--- src/rtl/ps2_scan_decoder_if.sv ---
// Key-event bus from the PS/2 scan decoder to the game logic.
// The decoder drives it through the master modport; consumers use slave.
interface ps2_scan_decoder_if;
  logic       valid;
  logic       makeBreak;
  logic [7:0] outCode;
  logic       extended;
  logic       frame_err;

  modport master (output valid, output makeBreak, output outCode, output extended, output frame_err);
  modport slave  (input  valid, input  makeBreak, input  outCode, input  extended, input  frame_err);
endinterface

--- src/rtl/ps2_scan_decoder.sv ---
// PS/2 keyboard receiver: conditions the raw pins, deframes 11-bit frames and
// folds the E0/F0 prefixes into single key events on the master modport.
//
// state | meaning
// IDLE  | waiting for a start bit (filtered clock fall with data low)
// RECV  | shifting D0..D7, parity and stop; timeout counter running
// CHECK | one cycle to validate parity/stop and hand the byte on
module ps2_scan_decoder #(
  parameter int FILTER_LEN     = 8,
  parameter int TIMEOUT_CYCLES = 50000
) (
  input  logic                clk,
  input  logic                reset,
  input  logic                ps2_clk,
  input  logic                ps2_data,
  ps2_scan_decoder_if.master  evt
);

  localparam int FW = $clog2(FILTER_LEN) + 1;
  localparam int TW = $clog2(TIMEOUT_CYCLES) + 1;
  localparam logic [FW-1:0] FILT_LAST = FW'(FILTER_LEN - 1);
  localparam logic [TW-1:0] TO_LAST   = TW'(TIMEOUT_CYCLES - 1);

  typedef enum logic [1:0] {IDLE, RECV, CHECK} state_t;

  logic          clk_s1_q, clk_s1_d, clk_s2_q, clk_s2_d;
  logic          dat_s1_q, dat_s1_d, dat_s2_q, dat_s2_d;
  logic          filt_q, filt_d;
  logic [FW-1:0] filt_cnt_q, filt_cnt_d;
  state_t        state_q, state_d;
  logic [3:0]    bitcnt_q, bitcnt_d;
  logic [9:0]    sr_q, sr_d;
  logic [TW-1:0] to_cnt_q, to_cnt_d;
  logic          brk_q, brk_d, ext_q, ext_d;
  logic          valid_q, valid_d, make_brk_q, make_brk_d, extd_q, extd_d;
  logic [7:0]    out_code_q, out_code_d;
  logic          frame_err_q, frame_err_d;
  logic          fall, byte_ok, err;

  always_comb begin
    clk_s1_d   = ps2_clk;
    clk_s2_d   = clk_s1_q;
    dat_s1_d   = ps2_data;
    dat_s2_d   = dat_s1_q;
    filt_d     = filt_q;
    filt_cnt_d = filt_cnt_q;
    state_d    = state_q;
    bitcnt_d   = bitcnt_q;
    sr_d       = sr_q;
    to_cnt_d   = to_cnt_q;
    brk_d      = brk_q;
    ext_d      = ext_q;
    valid_d    = 1'b0;
    make_brk_d = make_brk_q;
    extd_d     = extd_q;
    out_code_d = out_code_q;
    frame_err_d = 1'b0;
    byte_ok    = 1'b0;
    err        = 1'b0;

    // Counter tracks how long the synchronized clock has disagreed with the filtered one.
    if (clk_s2_q == filt_q) begin
      filt_cnt_d = '0;
    end else if (filt_cnt_q == FILT_LAST) begin
      filt_d     = clk_s2_q;
      filt_cnt_d = '0;
    end else begin
      filt_cnt_d = filt_cnt_q + 1'b1;
    end
    fall = filt_q & ~filt_d;

    case (state_q)
      IDLE: begin
        to_cnt_d = '0;
        if (fall && !dat_s2_q) begin
          state_d  = RECV;
          bitcnt_d = '0;
        end
      end
      RECV: begin
        if (fall) begin
          to_cnt_d = '0;
          sr_d     = {dat_s2_q, sr_q[9:1]};
          if (bitcnt_q == 4'd9) state_d = CHECK;
          else                  bitcnt_d = bitcnt_q + 1'b1;
        end else if (to_cnt_q == TO_LAST) begin
          err      = 1'b1;
          to_cnt_d = '0;
          state_d  = IDLE;
        end else begin
          to_cnt_d = to_cnt_q + 1'b1;
        end
      end
      CHECK: begin
        if ((^sr_q[8:0]) && sr_q[9]) byte_ok = 1'b1;
        else                         err     = 1'b1;
        state_d = IDLE;
      end
      default: state_d = IDLE;
    endcase

    if (err) begin
      frame_err_d = 1'b1;
      brk_d       = 1'b0;
      ext_d       = 1'b0;
    end else if (byte_ok) begin
      if (sr_q[7:0] == 8'hE0) begin
        ext_d = 1'b1;
      end else if (sr_q[7:0] == 8'hF0) begin
        brk_d = 1'b1;
      end else begin
        valid_d    = 1'b1;
        out_code_d = sr_q[7:0];
        make_brk_d = ~brk_q;
        extd_d     = ext_q;
        brk_d      = 1'b0;
        ext_d      = 1'b0;
      end
    end
  end

  always_ff @(posedge clk) begin
    if (reset) begin
      clk_s1_q    <= 1'b1;
      clk_s2_q    <= 1'b1;
      dat_s1_q    <= 1'b1;
      dat_s2_q    <= 1'b1;
      filt_q      <= 1'b1;
      filt_cnt_q  <= '0;
      state_q     <= IDLE;
      bitcnt_q    <= '0;
      sr_q        <= '0;
      to_cnt_q    <= '0;
      brk_q       <= 1'b0;
      ext_q       <= 1'b0;
      valid_q     <= 1'b0;
      make_brk_q  <= 1'b0;
      extd_q      <= 1'b0;
      out_code_q  <= 8'h00;
      frame_err_q <= 1'b0;
    end else begin
      clk_s1_q    <= clk_s1_d;
      clk_s2_q    <= clk_s2_d;
      dat_s1_q    <= dat_s1_d;
      dat_s2_q    <= dat_s2_d;
      filt_q      <= filt_d;
      filt_cnt_q  <= filt_cnt_d;
      state_q     <= state_d;
      bitcnt_q    <= bitcnt_d;
      sr_q        <= sr_d;
      to_cnt_q    <= to_cnt_d;
      brk_q       <= brk_d;
      ext_q       <= ext_d;
      valid_q     <= valid_d;
      make_brk_q  <= make_brk_d;
      extd_q      <= extd_d;
      out_code_q  <= out_code_d;
      frame_err_q <= frame_err_d;
    end
  end

  assign evt.valid     = valid_q;
  assign evt.makeBreak = make_brk_q;
  assign evt.outCode   = out_code_q;
  assign evt.extended  = extd_q;
  assign evt.frame_err = frame_err_q;

endmodule

--- src/flat_wrapper.sv ---
// flat-port wrapper written by rule: the top's interface ports become plain ports
module ps2_scan_decoder_flat 
#(
  parameter int FILTER_LEN     = 8,
  parameter int TIMEOUT_CYCLES = 50000
)
  (clk, reset, ps2_clk, ps2_data, evt_valid, evt_makeBreak, evt_outCode, evt_extended, evt_frame_err);
  ps2_scan_decoder_if evt_i ();
  input  logic clk;
  input  logic reset;
  input  logic ps2_clk;
  input  logic ps2_data;
  output wire logic [$bits(evt_i.valid)-1:0] evt_valid;
  output wire logic [$bits(evt_i.makeBreak)-1:0] evt_makeBreak;
  output wire logic [$bits(evt_i.outCode)-1:0] evt_outCode;
  output wire logic [$bits(evt_i.extended)-1:0] evt_extended;
  output wire logic [$bits(evt_i.frame_err)-1:0] evt_frame_err;
  assign evt_valid = evt_i.valid;
  assign evt_makeBreak = evt_i.makeBreak;
  assign evt_outCode = evt_i.outCode;
  assign evt_extended = evt_i.extended;
  assign evt_frame_err = evt_i.frame_err;
  ps2_scan_decoder #(.FILTER_LEN(FILTER_LEN), .TIMEOUT_CYCLES(TIMEOUT_CYCLES)) u_core (.clk(clk), .reset(reset), .ps2_clk(ps2_clk), .ps2_data(ps2_data), .evt(evt_i));
endmodule
--- config.mk ---
export PLATFORM = sky130hd
export DESIGN_NAME = ps2_scan_decoder_flat
export DESIGN_NICKNAME = d
export VERILOG_FILES = /design/src/rtl/ps2_scan_decoder_if.sv /design/src/rtl/ps2_scan_decoder.sv /design/src/flat_wrapper.sv
export SDC_FILE = /design/constraint.sdc
export NUM_CORES = 1
export LEC_CHECK = 0
export BUFFER_PORTS_ARGS = -buffer_cell sky130_fd_sc_hd__buf_2
export CORE_MARGIN = 1.5
export CORE_UTILIZATION = 41
export DETAILED_ROUTE_END_ITERATION = 10
export GPL_TIMING_DRIVEN = 0
export PLACE_DENSITY = 0.59
export SYNTH_ARGS = -nofsm -noshare
export SYNTH_HDL_FRONTEND = slang
export SYNTH_SLANG_ARGS = --single-unit
--- constraint.sdc ---
create_clock -name clk -period 3.13 [get_ports clk]
set_clock_uncertainty 0.05 [all_clocks]
set_input_delay 0.1565 -clock clk [delete_from_list [all_inputs] [get_ports clk]]
set_output_delay 0.1565 -clock clk [all_outputs]
set_load 0.05 [all_outputs]
==> results.toml, run 1 <==
[global_routing]
globalRouteOverflowTotal = 0
grt_pass1_vias = 1819
grtUsageTotal_pct = 15.48
grt_first_pass_wirelength_um = 8052
pin_count_of_the_biggest_net_entering_global_routing = 18
number_of_antenna_violations_at_the_first_check_in_global_routing = 0

[synth]
netlist_instances = 284
synth_compound_gate_area_share_pct = 8.454
synth.area.top_cells = "sky130_fd_sc_hd__dfxtp_1, sky130_fd_sc_hd__nor2_1, sky130_fd_sc_hd__mux2i_1"
synth-adder-area-share_pct = 5.797
synth_nets = 300
post-synth-top-area-cell = "sky130_fd_sc_hd__dfxtp_1"
synth_enable_flop_cells = 0
synth.distinct_cells = 50
synth_ff_type = "sky130_fd_sc_hd__dfxtp_1"
synth_top_family_by_area = "simple AND/OR/NAND/NOR gates"
yosysWarningCount = 0
synthXorXnorAreaFrac_pct = 6.618
synthesis.area_per_instance_um2 = 9.120
syn_std_cell_area_um2 = 2590
yosys_register_bits = 56
synth.mux.area_fraction_pct = 6.763
yosysTopAreaCellShare_pct = 43.29
synth-seq-area-share_pct = 43.29
area_share_of_and_or_nand_nor_cells_after_synthesis_pct = 24.98
asyncSetResetFlopFracSynth_pct = 0

[sta]
worst_slew_margin_rel_pct = 62.66
setup-violations-final = 0
number_of_hold_slack_violations_in_the_final_timing_report = 0
fin_setup_tns_ns = 0
finalCriticalPeriod_ns = 2.421
final.period_utilization_pct = 77.33
rsz0062_at_grt = "false"
achievable-frequency_ghz = 0.4131
post-route-worst-setup-slack_ns = 0.7095
worst_pin_slew_ns = 0.5550
timing.final.max_slew_violations = 0

[final_layout]
finish.net_count = 324
final_design_area_no_fill_um2 = 2865
layout.filler_cells = 598
multi_input_comb_area_um2 = 1363
drive_gt1_share_pct = 12.62
final_common_cell = "sky130_fd_sc_hd__dfxtp_1"
seq_area_um2 = 1121
antennaDiodeCount = 0
area_growth_syn_to_layout_pct = 10.63
top_library_cells_by_usage_in_the_layout_fill_and_taps_aside = "sky130_fd_sc_hd__dfxtp_1, sky130_fd_sc_hd__nor2_1, sky130_fd_sc_hd__nand2_1"

[cts]
cts_hold_repair.buffers = 2
cts.root.buffer_cell = "sky130_fd_sc_hd__clkbuf_8"
cts-root-to-sink-buffers = 2
cts-buffers-inserted = 5
cts_sinks = 56
tritoncts = "yes"
cts_max_level = 2
clkLatencyLatePin_ns = 0.32
post_cts_buffers = 0
cts_resized = 0
cts.clk_slew.worst_paths_ns = 0.11

[worst_hold_path]
min_delay_path_depth = 3
timing.hold.worst.class = "primary input to register"
min-delay-start = "reset"

[placed_design]
place_area_um2 = 2759
place.detailed.hpwl_um = 3461
pre_cts_ws_ns = 0.7161
buffer_ports.inserted = 15
globalplace.congestion = 0.7412

[drt]
drc_errors = 0
dr.pass1.iters = 4
first_iter_violations = 77
final_wirelength_um = 4753
dr_vias = 1944
drt.antenna.violating_nets = 0
post_drt_wl_per_cell_um = 12.38
vias_per_cell = 5.063

[critical_path]
worst_r2r_startpoint = "u_core.sr_q[2]"
critical_path.endpoint_type = "register"
r2r_depth = 7
path_max_fanout = 10
critPathLaunch = "u_core.sr_q[2]"
timing_worst_setup_path_type = "register to register"
critical_path.startpoint_type = "register"
cp.arrival_ns = 2.59
worstPathRequired_ns = 3.30

[floorplanning]
die_width_um = 82.48
num_rows = 28
die_h_um = 82.48
ioPinCount = 16
coreArea_um2 = 6026
starting_density_of_the_core_pct = 42.98
fp.dieArea_um2 = 6803

[pwr]
worst_ir_drop_vdd_uv = 230.0
p_leak_nw = 1.076
p_per_area_nw_per_um2 = 413.9

[run_status]
status = "complete, no violations"

[run]
max_cap_viol_count = 0
flip-flops by register name (all words and copies together) (netlist names):
| register | count |
|---|---|
| u_core.dat_s2_q | 1 |
| u_core.state_q | 2 |
| u_core.sr_q | 10 |
| u_core.brk_q | 1 |
| u_core.bitcnt_q | 4 |
| u_core.dat_s1_q | 1 |
| u_core.clk_s2_q | 1 |
| u_core.to_cnt_q | 17 |
| u_core.evt.valid | 1 |
| u_core.evt.frame_err | 1 |
| u_core.filt_cnt_q | 4 |
| u_core.evt.extended | 1 |
| u_core.filt_q | 1 |
| u_core.ext_q | 1 |
| u_core.evt.makeBreak | 1 |
| u_core.evt.outCode | 8 |
| u_core.clk_s1_q | 1 |
cells by family (layout without fill, tap and decap cells):
group,count (synthesis),in the layout
multiplexers,17,17
adder cells (fa/ha/maj),12,12
AO/OA/AOI/OAI,34,34
XOR/XNOR,18,18
flip-flops,56,56
AND/OR/NAND/NOR,124,124
buffers and inverters,23,48
worst max-delay path, cell delays in order (launching register included):
cell	delay, ns
sky130_fd_sc_hd__dfxtp_1	0.36
sky130_fd_sc_hd__inv_1	0.07
sky130_fd_sc_hd__ha_1	0.31
sky130_fd_sc_hd__xnor3_1	0.35
sky130_fd_sc_hd__xnor2_1	0.38
sky130_fd_sc_hd__nand3_2	0.21
sky130_fd_sc_hd__nor2_8	0.28
sky130_fd_sc_hd__mux2_4	0.32
synthesized netlist by cell type, drive strengths merged, types with 2 or more instances:
cell type,instances
a21oi,11
nor3,3
mux2i,16
ha,12
o21ai,8
or3,2
a31oi,4
o211a,2
xor2,10
nor4,3
and4,3
inv,13
clkbuf,6
nand2b,3
and2,3
nor2,47
xnor2,7
buf,4
or4,3
nand2,30
nand3,8
or2,7
dfxtp,56
nand4,5
o2111ai,2
routing by layer:
metal  global-route usage [%]  share of wire (%)  wire, um
met1                    20.72                 52      2452
met2                    24.39                 44      2097
met5                        0                  0         0
met3                    3.626                2.9       138
met4                    5.085                1.4        65
worst paths after layout:
check | end | slack [ns]
worst min register to register | u_core.clk_s2_q | 0.37
worst min-delay path | u_core.state_q[1] | 0.10
worst max register to register | u_core.evt.makeBreak | 0.71
worst max-delay path | u_core.evt.makeBreak | 0.71
through the flow:
| step | util (%) | total power, mW | cells | hold WS, ns |
|---|---|---|---|---|
| after floorplan | - | 0.7786 | 284 | 0.2103 |
| after global placement | 45.78 | 0.7947 | 374 | 0.2901 |
| after detailed placement | 45.78 | 0.7950 | 374 | 0.2931 |
| after CTS | 47.55 | 1.201 | 384 | 0.1016 |
| after global routing | 47.55 | 1.235 | 384 | 0.1188 |
| final | 47.55 | 1.186 | 384 | 0.1042 |
area by class of cell:
class / count / share of cell area (%)
buffer: 10 / 2.009
clock buffer: 6 / 2.533
sequential: 56 / 39.13
multi-input combinational: 205 / 47.55
tap: 75 / 3.275
clock inverter: 2 / 0.4803
inverter: 13 / 1.703
timing repair buffer: 17 / 3.319
where the power goes:
part | switching (mW) | internal, mW
Combinational | 0.0388 | 0.0215
Sequential | 0.00308 | 0.717
Clock | 0.245 | 0.160
No activity file was read; power rests on OpenSTA's default activity.
==> run 2: changes to the inputs <==
==> constraint.sdc (replaced) <==
create_clock -name clk -period 2.53 [get_ports clk]
set_clock_uncertainty 0.05 [all_clocks]
set_input_delay 0.1265 -clock clk [delete_from_list [all_inputs] [get_ports clk]]
set_output_delay 0.1265 -clock clk [all_outputs]
set_load 0.05 [all_outputs]
==> run 2 against run 1 <==
  * Power up 24%
  * Clock power up 23%
  * Die area unchanged
==> results.toml, run 2 (synthesis results as in run 1) <==
[run_status]
status = "complete, no violations"

[sta]
setup-violations-final = 0
fin_hold_ws_ns = 0.07548
final.period_utilization_pct = 92.13
achievable-frequency_ghz = 0.4290
worst_slew_margin_rel_pct = 62.10
fin_setup_tns_ns = 0
number_of_hold_slack_violations_in_the_final_timing_report = 0
timing.final.max_slew_violations = 0
rsz0062_at_grt = "false"
worst_pin_slew_ns = 0.5633
finalCriticalPeriod_ns = 2.331

[drt]
vias_per_cell = 5.044
post_drt_wl_per_cell_um = 12.40
dr_vias = 1937
drc_errors = 0
final_wirelength_um = 4760
first_iter_violations = 73
dr.pass1.iters = 4
drt.antenna.violating_nets = 0

[final_layout]
drive_gt1_share_pct = 13.27
finish.net_count = 324
area_growth_syn_to_layout_pct = 11.06
antennaDiodeCount = 0
largest-register = "u_core.to_cnt_q"
final_common_cell = "sky130_fd_sc_hd__dfxtp_1"
largest_register_ffs = 17
top_library_cells_by_usage_in_the_layout_fill_and_taps_aside = "sky130_fd_sc_hd__dfxtp_1, sky130_fd_sc_hd__nor2_1, sky130_fd_sc_hd__nand2_1"

[critical_path]
timing_worst_setup_path_type = "register to register"
r2r_setup_slack_ns = 0.20
path_max_fanout = 10
worstPathRequired_ns = 2.70
critical_path.startpoint_type = "register"
r2r_depth = 7
cp.arrival_ns = 2.50
critical_path.endpoint_type = "register"

[cts]
clkLatencyLatePin_ns = 0.32
cts-root-to-sink-buffers = 2
cts_max_level = 2
tritoncts = "yes"
post_cts_buffers = 0
cts.root.buffer_cell = "sky130_fd_sc_hd__clkbuf_8"
cts-buffers-inserted = 5
cts.clk_slew.worst_paths_ns = 0.11
cts_sinks = 56

[worst_hold_path]
min_delay_path_depth = 3
timing.hold.worst.class = "primary input to register"

[run]
max_cap_viol_count = 0

[pwr]
total_power_mw = 1.467
p_leak_nw = 1.086
p_per_area_nw_per_um2 = 510.1
worst_ir_drop_vdd_uv = 284.5

[floorplanning]
ioPinCount = 16
coreArea_um2 = 6026
num_rows = 28
die_width_um = 82.48
starting_density_of_the_core_pct = 42.98
die_h_um = 82.48
fp.dieArea_um2 = 6803

[placed_design]
place.detailed.hpwl_um = 3461
globalplace.congestion = 0.7412
buffer_ports.inserted = 15

[global_routing]
pin_count_of_the_biggest_net_entering_global_routing = 18
number_of_antenna_violations_at_the_first_check_in_global_routing = 0
globalRouteOverflowTotal = 0
grtUsageTotal_pct = 15.48
grt_pass1_vias = 1819
grt_first_pass_wirelength_um = 8052
## run 2: cell counts in the layout (fill, tap and decap cells not counted)
Identical to the previous run, type by type.
## run 2: worst paths after layout
kind / start / to
min reg2reg: u_core.clk_s1_q / u_core.clk_s2_q
min: reset / u_core.state_q[1]
max reg2reg: u_core.to_cnt_q[0] / u_core.evt.makeBreak
max: u_core.to_cnt_q[0] / u_core.evt.makeBreak
## run 2: cell type report
cell class | instances | area (um^2)
Inverter | 13 | 48.80
Timing Repair Buffer | 17 | 95.09
Tap cell | 75 | 93.84
Sequential cell | 56 | 1121
Multi-Input combinational cell | 205 | 1374
Clock inverter | 2 | 13.76
Buffer | 10 | 57.56
Clock buffer | 6 | 72.57
Fill cell | 598 | 3149
## run 2: power by group
| group | switching (mW) | internal, mW | total (mW) |
|---|---|---|---|
| logic | 0.0489 | 0.0270 | 0.0760 |
| registers | 0.00393 | 0.887 | 0.891 |
| clock network | 0.302 | 0.198 | 0.501 |
| total | 0.355 | 1.11 | 1.47 |
## run 2: metrics by stage
stage	setup slack, ns	util, %	cells	cell area (um^2)
final	0.1990	47.74	384	2877
after global routing	0.02393	47.74	384	2877
after CTS	0.08502	47.55	384	2865
after detailed placement	0.1161	45.78	374	2759
after global placement	0.1369	45.78	374	2759
after floorplan	0.3276	-	284	2590
## run 2: per-layer routing
layer / vias up / GRT usage, % / share of wire [%]
met5: - / 0 / 0
met4: 0 / 5.085 / 1.3
met3: 7 / 3.626 / 3.5
met2: 24 / 24.39 / 44
met1: 890 / 20.72 / 51
li1: 1016 / - / -
## run 2: repair_timing
item,in CTS,in global routing
gates resized for setup,0,2
endpoints found under the hold margin,2,0
setup endpoints to repair,0,11
hold buffers,2,0
## run 2: worst max-delay path: stages (launching register included)
cell                      delay, ns
sky130_fd_sc_hd__dfxtp_1       0.41
sky130_fd_sc_hd__ha_1          0.24
sky130_fd_sc_hd__or4bb_1       0.46
sky130_fd_sc_hd__nor4_4        0.34
sky130_fd_sc_hd__and4_1        0.26
sky130_fd_sc_hd__buf_6         0.13
sky130_fd_sc_hd__nor2_8        0.06
sky130_fd_sc_hd__mux2_4        0.30
